### src/rtl/jpeg_dct_sequencer.sv
// Sequencer for the 2-D DCT path: one 8x8 block per start, row pass then column pass.
// Every enable, select and address is registered and decoded from a slot/phase counter pair.
module jpeg_dct_sequencer #(
    parameter int unsigned SLOT_CYC = 4,
    parameter int unsigned DCT_LAT  = 4
) (
    input  logic       clk_i,
    input  logic       rst_ni,
    input  logic       start_i,
    input  logic       clr_i,
    output logic       busy_o,
    output logic       done_o,
    output logic       err_o,
    output logic       in_rd_en_o,
    output logic [3:0] in_addr_o,
    output logic       in_ld_lo_o,
    output logic       in_ld_hi_o,
    output logic       dct_ce_o,
    output logic       mux1_o,
    output logic       tw_en_o,
    output logic       tr_en_o,
    output logic [1:0] out_sel_o,
    output logic [5:0] rec_idx_o,
    output logic       ut_we_o,
    output logic [4:0] ut_addr_o
);

    localparam int unsigned SLOT_W    = 5;
    localparam int unsigned PH_W      = 4;
    localparam int unsigned NUM_SLOTS = 16 + 2 * DCT_LAT;

    localparam logic [PH_W-1:0]   PH_LAST   = PH_W'(SLOT_CYC - 1);
    localparam logic [SLOT_W-1:0] SLOT_LAST = SLOT_W'(NUM_SLOTS - 1);
    localparam logic [SLOT_W-1:0] ROW_END   = SLOT_W'(8);
    localparam logic [SLOT_W-1:0] TW_FIRST  = SLOT_W'(DCT_LAT);
    localparam logic [SLOT_W-1:0] TW_LAST   = SLOT_W'(DCT_LAT + 7);
    localparam logic [SLOT_W-1:0] COL_FIRST = SLOT_W'(8 + DCT_LAT);
    localparam logic [SLOT_W-1:0] COL_LAST  = SLOT_W'(15 + DCT_LAT);
    localparam logic [SLOT_W-1:0] OUT_FIRST = SLOT_W'(8 + 2 * DCT_LAT);

    if (SLOT_CYC < 4 || SLOT_CYC > 16) begin : g_bad_slot_cyc
        $error("jpeg_dct_sequencer: SLOT_CYC must be in 4..16");
    end
    if (DCT_LAT < 1 || DCT_LAT > 8) begin : g_bad_dct_lat
        $error("jpeg_dct_sequencer: DCT_LAT must be in 1..8");
    end

    typedef enum logic [1:0] {
        ST_IDLE = 2'd0,
        ST_RUN  = 2'd1,
        ST_DONE = 2'd2
    } state_e;

    state_e            state_q, state_d;
    logic [SLOT_W-1:0] slot_q, slot_d;
    logic [PH_W-1:0]   phase_q, phase_d;
    logic              err_q, err_d;

    logic       busy_q, busy_d;
    logic       done_q, done_d;
    logic       in_rd_en_q, in_rd_en_d;
    logic [3:0] in_addr_q, in_addr_d;
    logic       in_ld_lo_q, in_ld_lo_d;
    logic       in_ld_hi_q, in_ld_hi_d;
    logic       dct_ce_q, dct_ce_d;
    logic       mux1_q, mux1_d;
    logic       tw_en_q, tw_en_d;
    logic       tr_en_q, tr_en_d;
    logic [1:0] out_sel_q, out_sel_d;
    logic [5:0] rec_idx_q, rec_idx_d;
    logic       ut_we_q, ut_we_d;
    logic [4:0] ut_addr_q, ut_addr_d;
    logic [2:0] out_k;

    // Next state, then outputs decoded from the next slot/phase so they register in step.
    always_comb begin
        state_d    = state_q;
        slot_d     = slot_q;
        phase_d    = phase_q;
        err_d      = err_q;
        busy_d     = 1'b0;
        done_d     = 1'b0;
        in_rd_en_d = 1'b0;
        in_addr_d  = 4'd0;
        in_ld_lo_d = 1'b0;
        in_ld_hi_d = 1'b0;
        dct_ce_d   = 1'b0;
        mux1_d     = 1'b0;
        tw_en_d    = 1'b0;
        tr_en_d    = 1'b0;
        out_sel_d  = 2'd0;
        rec_idx_d  = 6'd0;
        ut_we_d    = 1'b0;
        ut_addr_d  = 5'd0;
        out_k      = 3'd0;

        if (clr_i) begin
            state_d = ST_IDLE;
            slot_d  = '0;
            phase_d = '0;
            err_d   = 1'b0;
        end else begin
            if (start_i && state_q != ST_IDLE) begin
                err_d = 1'b1;
            end
            unique case (state_q)
                ST_IDLE: begin
                    if (start_i) begin
                        state_d = ST_RUN;
                        slot_d  = '0;
                        phase_d = '0;
                    end
                end
                ST_RUN: begin
                    if (phase_q == PH_LAST) begin
                        phase_d = '0;
                        if (slot_q == SLOT_LAST) begin
                            state_d = ST_DONE;
                            slot_d  = '0;
                        end else begin
                            slot_d = slot_q + SLOT_W'(1);
                        end
                    end else begin
                        phase_d = phase_q + PH_W'(1);
                    end
                end
                ST_DONE: state_d = ST_IDLE;
                default: state_d = ST_IDLE;
            endcase
        end

        done_d = (state_d == ST_DONE);
        if (state_d == ST_RUN) begin
            busy_d   = 1'b1;
            dct_ce_d = (phase_d == PH_LAST) && (slot_d <= COL_LAST);
            tw_en_d  = (slot_d >= TW_FIRST) && (slot_d <= TW_LAST);
            tr_en_d  = (slot_d >= COL_FIRST) && (slot_d <= COL_LAST);
            mux1_d   = tr_en_d;
            // Two inmem words per row: low half at p=0, high half at p=1, latched one cycle later.
            if (slot_d < ROW_END) begin
                in_rd_en_d = (phase_d < PH_W'(2));
                in_addr_d  = in_rd_en_d ? {slot_d[2:0], phase_d[0]} : 4'd0;
                in_ld_lo_d = (phase_d == PH_W'(1));
                in_ld_hi_d = (phase_d == PH_W'(2));
            end
            // Four coefficient pairs written per output slot.
            if (slot_d >= OUT_FIRST && phase_d < PH_W'(4)) begin
                out_k     = 3'(slot_d - OUT_FIRST);
                ut_we_d   = 1'b1;
                out_sel_d = phase_d[1:0];
                ut_addr_d = {out_k, phase_d[1:0]};
                rec_idx_d = {out_k, phase_d[1:0], 1'b0};
            end
        end
    end

    always_ff @(posedge clk_i or negedge rst_ni) begin
        if (!rst_ni) begin
            state_q    <= ST_IDLE;
            slot_q     <= '0;
            phase_q    <= '0;
            err_q      <= 1'b0;
            busy_q     <= 1'b0;
            done_q     <= 1'b0;
            in_rd_en_q <= 1'b0;
            in_addr_q  <= 4'd0;
            in_ld_lo_q <= 1'b0;
            in_ld_hi_q <= 1'b0;
            dct_ce_q   <= 1'b0;
            mux1_q     <= 1'b0;
            tw_en_q    <= 1'b0;
            tr_en_q    <= 1'b0;
            out_sel_q  <= 2'd0;
            rec_idx_q  <= 6'd0;
            ut_we_q    <= 1'b0;
            ut_addr_q  <= 5'd0;
        end else begin
            state_q    <= state_d;
            slot_q     <= slot_d;
            phase_q    <= phase_d;
            err_q      <= err_d;
            busy_q     <= busy_d;
            done_q     <= done_d;
            in_rd_en_q <= in_rd_en_d;
            in_addr_q  <= in_addr_d;
            in_ld_lo_q <= in_ld_lo_d;
            in_ld_hi_q <= in_ld_hi_d;
            dct_ce_q   <= dct_ce_d;
            mux1_q     <= mux1_d;
            tw_en_q    <= tw_en_d;
            tr_en_q    <= tr_en_d;
            out_sel_q  <= out_sel_d;
            rec_idx_q  <= rec_idx_d;
            ut_we_q    <= ut_we_d;
            ut_addr_q  <= ut_addr_d;
        end
    end

    assign busy_o     = busy_q;
    assign done_o     = done_q;
    assign err_o      = err_q;
    assign in_rd_en_o = in_rd_en_q;
    assign in_addr_o  = in_addr_q;
    assign in_ld_lo_o = in_ld_lo_q;
    assign in_ld_hi_o = in_ld_hi_q;
    assign dct_ce_o   = dct_ce_q;
    assign mux1_o     = mux1_q;
    assign tw_en_o    = tw_en_q;
    assign tr_en_o    = tr_en_q;
    assign out_sel_o  = out_sel_q;
    assign rec_idx_o  = rec_idx_q;
    assign ut_we_o    = ut_we_q;
    assign ut_addr_o  = ut_addr_q;

endmodule

### config.mk
export PLATFORM = sky130hd
export DESIGN_NAME = jpeg_dct_sequencer
export DESIGN_NICKNAME = d
export VERILOG_FILES = /design/src/rtl/jpeg_dct_sequencer.sv
export SDC_FILE = /design/constraint.sdc
export NUM_CORES = 1
export LEC_CHECK = 0
export CAP_MARGIN = 5
export CORE_MARGIN = 2
export CORE_UTILIZATION = 49
export DETAILED_ROUTE_END_ITERATION = 8
export GPL_ROUTABILITY_DRIVEN = 0
export PLACE_DENSITY = 0.84
export SLEW_MARGIN = 30
export SYNTH_ARGS = -nofsm -noshare
export SYNTH_HDL_FRONTEND = slang
export SYNTH_SLANG_ARGS = --single-unit
### constraint.sdc
create_clock -name clk_i -period 2.92 [get_ports clk_i]
set_input_delay 0.292 -clock clk_i [delete_from_list [all_inputs] [get_ports clk_i]]
set_output_delay 0.292 -clock clk_i [all_outputs]
set_load 0.005 [all_outputs]
==> results of run 1 <==
==> critical path, cell delays in order (launching register included) <==
cell     delay, ns
dfrtp_1       0.39
ha_1          0.18
or3b_1        0.48
or4b_4        0.61
a21oi_4       0.21
nand3_1       0.11
a21oi_1       0.22
==> report_power, final <==
group          total [mW]  switching (mW)  internal [mW]  leakage, nW
clock               0.224           0.138         0.0863       0.0308
combinational      0.0561          0.0349         0.0213        0.323
sequential          0.425         0.00391          0.421        0.413
==> cell families after synthesis <==
kind of cell / count (synthesis) / share of synthesized area
AND/OR/NAND/NOR: 54 / 0.211
flip-flops: 30 / 0.513
AO/OA/AOI/OAI: 23 / 0.144
buffers and inverters: 21 / 0.0838
adder cells (fa/ha/maj): 2 / 0.0171
multiplexers: 2 / 0.0231
other: 1 / 0.00256
XOR/XNOR: 1 / 0.00598
==> through the flow <==
step | setup slack (ns) | std cells
CTS | 0.683 | 190
global placement | 0.804 | 183
floorplan | 0.870 | 134
finish | 0.621 | 190
detailed placement | 0.723 | 183
global route | 0.531 | 190
==> sequential cells by signal (all words and copies together), names as in the netlist <==
| name | count |
|---|---|
| out_sel_o | 1 |
| in_ld_hi_o | 1 |
| in_addr_o | 4 |
| done_o | 1 |
| state_q | 2 |
| slot_q | 5 |
| ut_we_o | 1 |
| phase_q | 4 |
| in_ld_lo_o | 1 |
| busy_o | 1 |
| dct_ce_o | 1 |
| in_rd_en_o | 1 |
| rec_idx_o | 4 |
| tw_en_o | 1 |
| tr_en_o | 1 |
| err_o | 1 |
==> synthesized netlist by cell type (all sizes together) <==
library cell,number
and4,1
or3b,1
clkbuf,2
nor3,7
or4b,1
mux2i,1
nor4b,1
a32oi,1
o21ai,4
o31ai,2
nor3b,2
ha,2
nand4b,2
or2,2
nor4,3
nor2,9
mux2,1
inv,7
buf,12
nand2,7
o21a,2
o21bai,1
dfrtp,30
nor2b,3
and3b,1
a21bo,1
and2,2
o311a,2
a22oi,1
o21ba,1
a31oi,2
nand4,2
a21oi,6
nand3b,1
xor2,1
nand3,5
nand2b,3
conb,1
or3,1
==> final timing paths <==
kind	start	to	slack, ns	cells after the start
setup reg to reg	phase_q[0]	tr_en_o	0.62	6
hold reg to reg	err_o	err_o	0.51	2
setup / recovery	phase_q[0]	tr_en_o	0.62	6
hold / removal	rst_ni	phase_q[1]	0.32	2
max in group asynchronous	rst_ni	dct_ce_o	2.32	2
min in group clk_i	err_o	err_o	0.51	2
==> routing by layer <==
metal	up-vias	part of all wire	track usage	wire (µm)
met1	555	0.39	0.255	1240
li1	512	-	-	-
met4	0	0.033	0.101	104
met5	-	0	0	0
met2	57	0.50	0.332	1570
met3	16	0.079	0.0659	251
==> cell type report <==
cell class              instances  area, µm²
flip-flops and latches         30        751
clock buffers                   5       37.5
inverters                       7       26.3
multi-input cells              83        591
fillers                       235       1040
repair buffers                 32        315
clock inverters                 2       10.0
well taps                      31       38.8
==> results.md, run 1 <==
- TritonCTS clock tree: built
- CP Data Required Time: between 3 and 4 ns
- Final setup fails: 0
- DR pass1 iterations: 8
- RSZ-0062 raised after global routing: no
- Worst skew pair latency: between 0.3 and 0.4 ns
- Slew margin rel.: 0.565
- Final period utilization: 0.787
- Max Clock Freq: 0.435 GHz
- Htree depth: 2
- Largest cells by area after synthesis: dfrtp_1 51%, buf_4 4.6%, o31ai_4 2.9%
- DRT Wirelength: ~3200 µm
- Area of the mapped netlist: 1460 µm²
- Die area: 3440 µm²
- Syn_nets: between 100 and 150
- IR drop worst, VDD: ~0.00023 V
- GRT overflow: 0
- Inserted Diodes: 0
- Die height: 58.7 µm
- Number of synthesized register bits: 30
- Post-CTS sizing: 0
- Failing checks: design-rule violations
- Post-CTS setup buffers: 0
- Worst min-delay path class: in -> async
- Status: finished with violations
- Crit Path Class: reg -> reg
- Share of the synthesized area in the top cell type: 0.513
- Via count: 1140
- WL/cell: ~17 µm
- Clock root cell: clkbuf_4
- Clk buf depth: 2
- Synth-to-layout area growth: 20.9%
- Sequential area share after synthesis: 0.513
- Crit end category: flop
- Clock sink count: 30
- Row count: 19
- Worst-Margin Slew: around 0.65 ns
- CP max FO: 6
- Final Util: 0.631
- Total Power: 0.705 mW
- Yosys warning count: 0
- PD cells: ~400 nW/µm²
- Leading cell types in the layout, fill and taps excluded: 30 x dfrtp_1, 30 x clkdlybuf4s50_1, 9 x nor2_1
- Global-route wire length before repair: roughly 5100 µm
- DR iter-0 viols: between 40 and 50
- Largest net degree at the start of global routing: 31
- # IOs: 32
- Fin Setup TNS: 0 ns
- Post-DP Area: about 1700 µm²
- Initial core utilization: 0.522
- Post-CTS Hold Buffers: 0
- Detail Placement HPWL: around 2200 µm
- Layout cells sized above 1: 0.119
- Worst-path clk slew: ~0.090 ns
- Yosys cell types: 44
- CP startpoint kind: flop
- Top cell type by total area after synthesis: dfrtp_1
- Hold Vio Cnt, Final: 0
- Max-cap violations: 0
- Slew Viols, Final: 0
- Crit path time final: approximately 2.3 ns
- Syn_area_per_cell: roughly 11 µm²
- Num CTS Buffers: 5
- Routed vias/inst: 6.00
- I/O Buffers: 30
- Chip width: around 59 µm
- Crit path DAT: 2.53 ns
- Number of global-route vias before repair: around 1100
- Total track usage: 0.208
- Hold_ws: 0.323 ns
- # DRC: 2
- Final Cell Area: about 1800 µm²
- Clock skew: just under 0.007 ns
- Routed Antenna Nets: 0
- Post-Synthesis Cells: ~130
- Final net count: between 150 and 200
- Initial antenna violation count: 0
- CORE AREA: ~2800 µm²
- Pleak: 0.767 nW
No activity file was read; power rests on OpenSTA's default activity.
==> run 2: changes to the inputs <==
--- a/config.mk
+++ b/config.mk
@@ -7,10 +7,10 @@
 export LEC_CHECK = 0
 export CAP_MARGIN = 5
 export CORE_MARGIN = 2
-export CORE_UTILIZATION = 49
+export CORE_UTILIZATION = 45
 export DETAILED_ROUTE_END_ITERATION = 8
 export GPL_ROUTABILITY_DRIVEN = 0
-export PLACE_DENSITY = 0.84
+export PLACE_DENSITY = 0.81
 export SLEW_MARGIN = 30
 export SYNTH_ARGS = -nofsm -noshare
 export SYNTH_HDL_FRONTEND = slang
==> constraint.sdc (replaced) <==
create_clock -name clk_i -period 2 [get_ports clk_i]
set_input_delay 0.2 -clock clk_i [delete_from_list [all_inputs] [get_ports clk_i]]
set_output_delay 0.2 -clock clk_i [all_outputs]
set_load 0.005 [all_outputs]
==> results.md, run 2 (synthesized netlist as in run 1, its figures left out) <==
- Setup slack, reg-to-reg: -0.05 ns (-0.67 ns)
- Critical path endpoint: tw_en_o
- Crit end category: flop
- Max Clock Freq: 0.489 GHz (+12%)
- Reg-to-Reg End: tw_en_o
- Multi-input gate area: 634 µm² (+7.4%)
- Slew Viols, Final: 0 (unchanged)
- Post-CTS Hold Buffers: 0 (unchanged)
- Row count: 20 (+1)
- Clock sink count: 30 (unchanged)
- DR pass1 iterations: 4 (-4)
- Routed vias/inst: 5.14 (-14%)
- DRT Wirelength: 3070 µm (-3.1%)
- Synth-to-layout area growth: 36.6%
- Sequential cell area: 751 µm² (unchanged)
- Max reg flops: 5 (unchanged)
- Failing checks: negative setup slack
- Most flops, register: slot_q
- Setup slack after layout: -0.0457 ns (-0.667 ns)
- Grt met2 use: 0.293 (-0.0390)
- Fillers: 259 (+10%)
- Crit path time final: 2.05 ns (-0.253 ns)
- Worst skew pair latency: 0.34 ns (about the same)
- CORE AREA: 3080 µm² (+9.7%)
- R2R cell count: 6 (unchanged)
- Htree depth: 2 (unchanged)
- # DRC: 0 (-2)
- CP max FO: 5 (-1)
- Initial core utilization: 0.476 (-0.0462)
- # IOs: 32 (unchanged)
- CP Data Required Time: 2.23 ns (-0.92 ns)
- TritonCTS clock tree: built
- I/O Buffers: 30 (unchanged)
- Worst min-delay path class: in -> async
- Worst-Margin Slew: 0.621 ns (-0.0255 ns)
- Via count: 1152 (+1.1%)
- Die area: 3730 µm² (+8.3%)
- Num CTS Buffers: 5 (unchanged)
- Status: finished with violations
- Hold Vio Cnt, Final: 0 (unchanged)
- Crit path DAT: 2.27 ns (-0.26 ns)
- Leading cell types in the layout, fill and taps excluded: 30 x dfrtp_1, 30 x clkdlybuf4s50_1, 21 x buf_4
- Chip width: 61.0 µm (+4.0%)
- RSZ-0062 raised after global routing: yes
- PD cells: 548 nW/µm² (+38%)
- Post-DP Area: 1870 µm² (+8.4%)
- Max-cap violations: 0 (unchanged)
- Inserted Diodes: 0 (unchanged)
- Crit Path Class: reg -> reg
- Die height: 61.0 µm (+4.0%)
- Final net count: 185 (+12%)
- Final period utilization: 1.02 (+0.235)
- Total track usage: 0.184 (-0.0232)
- Final Cell Area: 2000 µm² (+13%)
- Clock skew: 0.0108 ns (+0.00404 ns)
- Hold_ws: 0.237 ns (-0.0861 ns)
- Worst-path clk slew: 0.09 ns (about the same)
- Slew margin rel.: 0.585 (+0.0200)
- Largest net degree at the start of global routing: 31 (unchanged)
- GRT overflow: 0 (unchanged)
- Met1 Use GR: 0.239 (-0.0153)
- Initial antenna violation count: 0 (unchanged)
- Layout cells sized above 1: 0.278 (+0.158)
- Routed Antenna Nets: 0 (unchanged)
- GRT Max-Usage Layer: met2
- Clock root cell: clkbuf_4
- Clk buf depth: 2 (unchanged)
- Detail Placement HPWL: 2320 µm (+3.1%)
- GR Util met3: 0.0378 (-0.0281)
- Final setup fails: 3 (+3)
- CP startpoint kind: flop
- IR drop worst, VDD: 0.000312 V (+39%)
- Number of global-route vias before repair: 1089 (+1.3%)
- Reg-to-Reg Start: phase_q[1]
- Global-route wire length before repair: 4960 µm (-3.5%)
- Worst setup path start: phase_q[1]
- WL/cell: 13.7 µm (-18%)
- Pleak: 0.882 nW (+15%)
- DR iter-0 viols: 27 (-41%)
[run 2: timing repair]
| item | in CTS | in global routing |
|---|---|---|
| resized for setup | 6 | 7 |
| pin swaps | 3 | 2 |
| setup buffers | 2 | 1 |
| endpoints found under the setup margin | 10 | 14 |
[run 2: worst max-delay path: stages (launching register included)]
cell and delay (ns):
dfrtp_1 0.36, ha_1 0.18, or3b_4 0.41, or4b_4 0.54, a21oi_4 0.19, xor2_1 0.20, nor3b_2 0.06
[run 2: power breakdown]
part / leakage (nW) / total [mW] / internal [mW] / switching (mW)
sequential: 0.413 / 0.618 / 0.614 / 0.00396
combinational: 0.434 / 0.0988 / 0.0409 / 0.0580
clock: 0.0343 / 0.379 / 0.169 / 0.211
total: 0.882 / 1.10 / 0.824 / 0.273
[run 2: stage by stage]
| stage | TNS (ns) | std cells | setup WS (ns) | util | power [mW] |
|---|---|---|---|---|---|
| floorplan | -0.0529 | 134 | -0.0433 | - | 0.674 |
| finish | -0.0685 | 224 | -0.0457 | 0.650 | 1.10 |
| detailed placement | -0.442 | 213 | -0.0919 | 0.606 | 0.724 |
| global placement | -0.0516 | 213 | -0.0327 | 0.606 | 0.722 |
| global route | -0.649 | 224 | -0.0869 | 0.650 | 1.14 |
| CTS | -0.116 | 223 | -0.0245 | 0.637 | 1.10 |
[run 2: worst min path at each step]
stage | startpoint | end | slack [ns] | depth (start not counted)
finish | rst_ni | in_addr_o[0] | 0.24 | 2
global route | rst_ni | phase_q[2] | 0.30 | 2
CTS | rst_ni | phase_q[2] | 0.25 | 2
detailed placement | err_o | err_o | 0.51 | 2
global placement | err_o | err_o | 0.50 | 2
floorplan | rst_ni | busy_o | -0.1 | 0
[run 2: layer usage]
layer / up-vias / wire length, µm
li1: 559 / -
met1: 550 / 1380
met2: 36 / 1450
met3: 7 / 193
met4: 0 / 46
met5: - / 0
[run 2: layout make-up]
| class | instances | share of cell area |
|---|---|---|
| inverters | 7 | 0.0131 |
| clock buffers | 6 | 0.0257 |
| flip-flops and latches | 30 | 0.375 |
| clock inverters | 2 | 0.00626 |
| multi-input cells | 83 | 0.317 |
| well taps | 44 | 0.0275 |
| repair buffers | 52 | 0.235 |
